[src/rtl/issue_pair_scheduler.sv]
// issue_pair_scheduler: dual-issue pair splitter between fetch and decode.
// Define SCHED_PERF_EN to add the saturating split_count port.
module issue_pair_scheduler #(
   parameter int DATA_WIDTH = 32,
   parameter logic [DATA_WIDTH-1:0] NOP = 32'h00000013
) (
   input  logic                  clk,
   input  logic                  rst,
   input  logic                  instr_valid,
   input  logic [DATA_WIDTH-1:0] InstrA,
   input  logic [DATA_WIDTH-1:0] InstrB,
   input  logic                  flush,
   output logic [DATA_WIDTH-1:0] IssueA,
   output logic [DATA_WIDTH-1:0] IssueB,
   output logic                  validA,
   output logic                  validB,
`ifdef SCHED_PERF_EN
   output logic [31:0]           split_count,
`endif
   output logic                  fetch_stall
);
   typedef enum logic {PAIR, SPLIT} state_t;

   state_t state, state_nxt;
   logic [DATA_WIDTH-1:0] hold_b, hold_nxt, a_nxt, b_nxt;
   logic va_nxt, vb_nxt, hazard;

   function automatic logic wr_rd(input logic [6:0] op);
      return op inside {7'b0110011, 7'b0010011, 7'b0000011, 7'b1101111,
                        7'b1100111, 7'b0110111, 7'b0010111};
   endfunction
   function automatic logic rd_rs1(input logic [6:0] op);
      return op inside {7'b0110011, 7'b0010011, 7'b0000011, 7'b0100011,
                        7'b1100011, 7'b1100111};
   endfunction
   function automatic logic rd_rs2(input logic [6:0] op);
      return op inside {7'b0110011, 7'b0100011, 7'b1100011};
   endfunction
   function automatic logic mem_op(input logic [6:0] op);
      return op inside {7'b0000011, 7'b0100011};
   endfunction
   function automatic logic ctrl_op(input logic [6:0] op);
      return op inside {7'b1100011, 7'b1101111, 7'b1100111};
   endfunction

   logic [4:0] rd_a, rd_b, rs1_b, rs2_b;
   logic [6:0] op_a, op_b;
   logic raw, waw;

   assign op_a  = InstrA[6:0];
   assign op_b  = InstrB[6:0];
   assign rd_a  = InstrA[11:7];
   assign rd_b  = InstrB[11:7];
   assign rs1_b = InstrB[19:15];
   assign rs2_b = InstrB[24:20];

   assign raw = wr_rd(op_a) && rd_a != 5'd0 &&
                ((rd_rs1(op_b) && rs1_b == rd_a) || (rd_rs2(op_b) && rs2_b == rd_a));
   assign waw = wr_rd(op_a) && wr_rd(op_b) && rd_a != 5'd0 && rd_a == rd_b;
   assign hazard = raw || waw || (mem_op(op_a) && mem_op(op_b)) || ctrl_op(op_a);

   assign fetch_stall = (state == SPLIT);

   always_comb begin
      state_nxt = PAIR;
      a_nxt     = NOP;
      b_nxt     = NOP;
      va_nxt    = 1'b0;
      vb_nxt    = 1'b0;
      hold_nxt  = hold_b;
      if (flush) begin
         hold_nxt = NOP;
      end else if (state == SPLIT) begin
         b_nxt  = hold_b;
         vb_nxt = 1'b1;
      end else if (instr_valid) begin
         a_nxt  = InstrA;
         va_nxt = 1'b1;
         if (hazard) begin
            hold_nxt  = InstrB;
            state_nxt = SPLIT;
         end else begin
            b_nxt  = InstrB;
            vb_nxt = 1'b1;
         end
      end
   end

   always_ff @(posedge clk or posedge rst) begin
      if (rst) begin
         state  <= PAIR;
         IssueA <= NOP;
         IssueB <= NOP;
         validA <= 1'b0;
         validB <= 1'b0;
         hold_b <= NOP;
      end else begin
         state  <= state_nxt;
         IssueA <= a_nxt;
         IssueB <= b_nxt;
         validA <= va_nxt;
         validB <= vb_nxt;
         hold_b <= hold_nxt;
      end
   end

`ifdef SCHED_PERF_EN
   always_ff @(posedge clk or posedge rst) begin
      if (rst)
         split_count <= 32'd0;
      else if (state == PAIR && state_nxt == SPLIT && split_count != 32'hFFFFFFFF)
         split_count <= split_count + 32'd1;
   end
`endif
endmodule

[config.mk]
export PLATFORM = sky130hd
export DESIGN_NAME = issue_pair_scheduler
export DESIGN_NICKNAME = d
export VERILOG_FILES = /design/src/rtl/issue_pair_scheduler.sv
export SDC_FILE = /design/constraint.sdc
export NUM_CORES = 1
export LEC_CHECK = 0
export ABC_AREA = 1
export CAP_MARGIN = 20
export CORE_UTILIZATION = 50
export CTS_CLUSTER_DIAMETER = 40
export DETAILED_ROUTE_END_ITERATION = 7
export GPL_TIMING_DRIVEN = 0
export HOLD_SLACK_MARGIN = 0.03
export PLACE_DENSITY_LB_ADDON = 0.1
export SYNTH_ARGS = -nofsm -noshare
export SYNTH_HDL_FRONTEND = slang
export SYNTH_SLANG_ARGS = --single-unit
[constraint.sdc]
create_clock -name clk -period 9.4 [get_ports clk]
set_input_delay 2.35 -clock clk [delete_from_list [all_inputs] [get_ports clk]]
set_output_delay 2.35 -clock clk [all_outputs]
set_load 0.005 [all_outputs]
# After elaboration in Yosys (flattened, before gate mapping)
# Cells that the tools add are included.
dict set report totals {
  regBits 99
  out_inout_bits 67
}
dict set report op_classes {
  n_eq_ne 22
  mux 22
  reduce_logical 23
}
# op n
set op_table {}
lappend op_table {{$mux 32} 11}
lappend op_table {{$eq 7x6->1 const B} 6}
lappend op_table {{$eq 7x7->1 const B} 6}
lappend op_table {{$eq 7x5->1 const B} 4}
lappend op_table {{$eq 5x5->1} 3}
lappend op_table {{$eq 7x2->1 const B} 2}
lappend op_table {{$reduce_bool 7->1} 2}
lappend op_table {{$mux 1} 11}
lappend op_table {{$logic_and 1x1->1} 8}
lappend op_table {{$reduce_bool 2->1} 4}
lappend op_table {{$reduce_bool 3->1} 2}
lappend op_table {{$reduce_bool 6->1} 1}
lappend op_table {{$reduce_bool 5->1} 1}
lappend op_table {{$logic_or 1x1->1} 4}
lappend op_table {{$reduce_and 3->1} 1}
lappend op_table {{$ne 2x2->1 const B} 1}

# Longest topological paths before layout
dict set report logic_depth {
  depth_word 12
  depth_mapped 14
}

# Least setup slack after synthesis
# No wires, ideal clock.
dict set report synth_path {
  path_kind {in2reg}
  startpoint {input port InstrB[1]}
  endpoint {register hold_b[11]}
  setup_time_ns 0.118
  t_arrival_ns 3.349
  t_required_ns 9.282
  path_slack_ns 5.933
  stages 12
  n_path_buf 1
  path_cell_list {nand2_1 > nor2_1 > nand2_1 > nor2_1 > nand2_1 > nand3_2 > nand2_2 > nand2_4 > nand2_4 > buf_2 > nand3_1 > nand2_1}
}
dict set report synth_between {
  elab_chain_cells 10
  word_cells_on_any_way 26
}
# item line_no
set synth_lines {}
lappend synth_lines {{start, declared} 11} ;# input logic [DATA_WIDTH-1:0] InstrB,
lappend synth_lines {{$eq 7x6->1 (tied with other cells)} {29, 33, 37}}
lappend synth_lines {{$reduce_bool 7->1 (tied with other cells)} 29} ;# return op inside {7'b0110011, 7'b0010011, 7'b0000011, 7'b1101111,
lappend synth_lines {{$logic_and 1x1->1 (on tied branches)} {59, 58}}
lappend synth_lines {{$logic_and 1x1->1 or $logic_or 1x1->1 (tied branches)} {59, 58}}
lappend synth_lines {{$logic_and 1x1->1 (on tied branches)} {59, 57}}
lappend synth_lines {{$logic_or 1x1->1} 60} ;# assign hazard = raw || waw || (mem_op(op_a) && mem_op(op_b)) || ctrl_op(op_a);
lappend synth_lines {{$logic_or 1x1->1 * (2 in a row)} 60}
lappend synth_lines {{$reduce_bool 2->1 (no line) *} --}
lappend synth_lines {{$reduce_and 3->1 (no line) *} --}
lappend synth_lines {{end signal, assigned} 103} ;# hold_b <= hold_nxt;
lappend synth_lines {{end, declared} 25} ;# logic [DATA_WIDTH-1:0] hold_b, hold_nxt, a_nxt, b_nxt;
# Mark *: on every way between the ends. The rest lies on a longest branch, timed or not.
# A chain may end at the register's enable or synchronous reset.

# Worst setup path in the final report
dict set report layout_path {
  startpoint {input port InstrB[3]}
  endpoint {register hold_b[11]}
}
# Same word-level chain as after synthesis.

==> run metrics <==
Yosys cell types 24; Cell Area, Synth roughly 4300 um2; hold path startpoint hold_b[1]; drc violations 0; Skew-Pair Late Insertion Delay 370 ps; worst setup path startpoint InstrB[3]; H-Tree Depth 3; routed vias/inst ~5.3; fmax 247.4 MHz; CTS hold repair buffers 0; vias in the first global route 3,810; Clock Tree Buf Depth 2; Worst Tran Pin Value approximately 730 ps; FF+latch count, synth roughly 100; initial antenna violation count 0; max layer used met4; CP Data Arrival Time 4300 ps; Net Count, Synth 558; cts repair resizes 0; CTS tree done; Pre-Repair DR Iteration Count 5; WL/cell 15.59 um; Yosys top cell by area dfrtp_1; global-route wire length before repair 18,550 um; Synth Instances 490; run status finished clean; synth warn 0; Area Overhead vs Synth 39.57%; critical path peak fanout 10; io pins 135; pwr dens 143.8 nW/um2; final hold slack approximately 500 ps; final setup vio count 0; Initial Utilization 0.5215; reg2reg start fetch_stall; Met3 Routed Length 907 um; Worst slew margin 0.5155; min Tclk post-route 4042 ps; final period utilization 0.4300; Layout Nets roughly 700; sequential area share after synthesis 0.5779; Iteration-0 DRC Markers 228; placer congestion estimate 0.8369; Worst EP required 9660 ps; port buffer count 133; DR WL met2 5812 um; via count 3,958; clock sink count between 90 and 100; CP startpoint kind input port; remaining antenna violation count 0; gr ovfl total 0; Die Y 94.81 um; fraction of layout cells with a size suffix above 1 0.07188; Detail Placement HPWL 8356 um; largest net degree at the start of global routing 60; setup_tns 0 ps; final wirelength 11,610 um; Root Buffer clkbuf_8; Metal-1 WL 4710 um; fin. max-slew vios 0; area share of the largest cell type after synthesis 0.5230; Synth area leaders dfrtp_1, nand2_1, nand3_1, dfstp_2, nand4_1; Fill cells 618; Core ar. 8258 um2; CP endpoint kind flop; Reg clk slew, reported paths around 90 ps; endpoints failing hold 0; Avg Cell Area, Syn 8.789 um2; P_leak just under 3 nW; worst hold path class flop to flop; CTS buffer count 9; Core Rows 33; Crit Path Category input port to flop; number of antenna diodes 0; Die Wd 94.81 um; unrepaired setup endpoints after global routing false; setup bufs post-CTS 0; Die Area 8988 um2; Final Skew 11.50 ps; worst vdd ir between 0.1 and 0.15 mV; max-cap violations 0; GRT Util Overall 0.2748
## cells in the final DEF (no fill, tap or decap)
master and count:
a21oi_1 32, a22oi_1 1, buf_1 5, buf_12 1, buf_2 7, buf_4 2
buf_6 2, bufinv_16 2, clkbuf_1 18, clkbuf_8 10, clkdlybuf4s50_1 133, clkinv_2 1
dfrtp_1 90, dfstp_2 9, inv_1 44, inv_2 3, inv_4 1, inv_6 1
nand2_1 102, nand2_2 1, nand2_4 2, nand3_1 70, nand3_2 2, nand4_1 32
nor2_1 46, nor3_1 2, o21ai_0 6, or2_0 1, or2_2 2, xnor2_1 11
xor2_1 1
## final timing paths
path                       slack [ps]  depth (start not counted)          to
setup / recovery                 5360                         14  hold_b[11]
hold / removal                    490                          2   hold_b[1]
setup reg to reg                 7450                          7  IssueB[26]
hold reg to reg                   490                          2   hold_b[1]
max in group asynchronous        6190                          3   hold_b[0]
min in group asynchronous        2460                          2  IssueA[16]
## sequential cells by signal, summed over array words and instances (netlist names)
signal	count
validA	1
fetch_stall	1
IssueB	32
validB	1
hold_b	32
IssueA	32
## power breakdown
group	internal [W]	switching (W)	leakage, nW
sequential	0.000440	0.00000383	1.32
combinational	0.0000597	0.0000570	1.46
clock	0.000158	0.000145	0.111
## metrics by stage
stage	power (W)	cell area, um2	cells	worst slack [ps]	utilization
finish	0.0008641	6011	745	5358	0.7279
global route	0.0008965	6011	745	5158	0.7279
CTS	0.0008691	6011	745	5434	0.7279
detailed placement	0.0005689	5792	729	5041	0.7014
global placement	0.0005650	5769	728	3034	0.6986
floorplan	0.0004970	4307	490	4474	-
## logic make-up after synthesis
| kind of cell | share of synthesized area |
|---|---|
| xor+xnor | 0.02440 |
| simple gates | 0.2748 |
| compound gates | 0.04590 |
| flops | 0.5779 |
| buf+inv | 0.07699 |
## final cells by class
cell class	count	area [um2]	share of cell area
Buffer	32	151.4	0.02519
Inverter	48	182.7	0.03039
Sequential cell	99	2489	0.4140
Multi-Input combinational cell	311	1486	0.2473
Tap cell	105	131.4	0.02186
Clock inverter	4	73.82	0.01228
Clock buffer	12	145.1	0.02415
Timing Repair Buffer	134	1351	0.2248
## synth_stat cells, drive strengths merged
library cell	instances
a21oi	32
a22oi	1
buf	16
clkbuf	16
dfrtp	90
dfstp	9
inv	48
nand2	105
nand3	72
nand4	32
nor2	46
nor3	2
o21ai	6
or2	3
xnor2	11
xor2	1
## critical path: stages
cell and delay (ps):
clkdlybuf4s50_1 500, inv_2 120, nand2_1 60, nor2_1 240, nand2_1 130, nor2_1 120
nand2_1 70, nand3_2 70, nand2_2 80, nand2_4 90, nand2_4 80, buf_2 210
nand3_1 90, nand2_1 70
## layer usage
metal	GRT usage	vias to the layer above
met5	0	-
met4	0.09343	0
met3	0.05636	19
met2	0.4526	202
met1	0.3617	1871
li1	-	1866
Note: power is estimated with default switching activity, not from simulation.
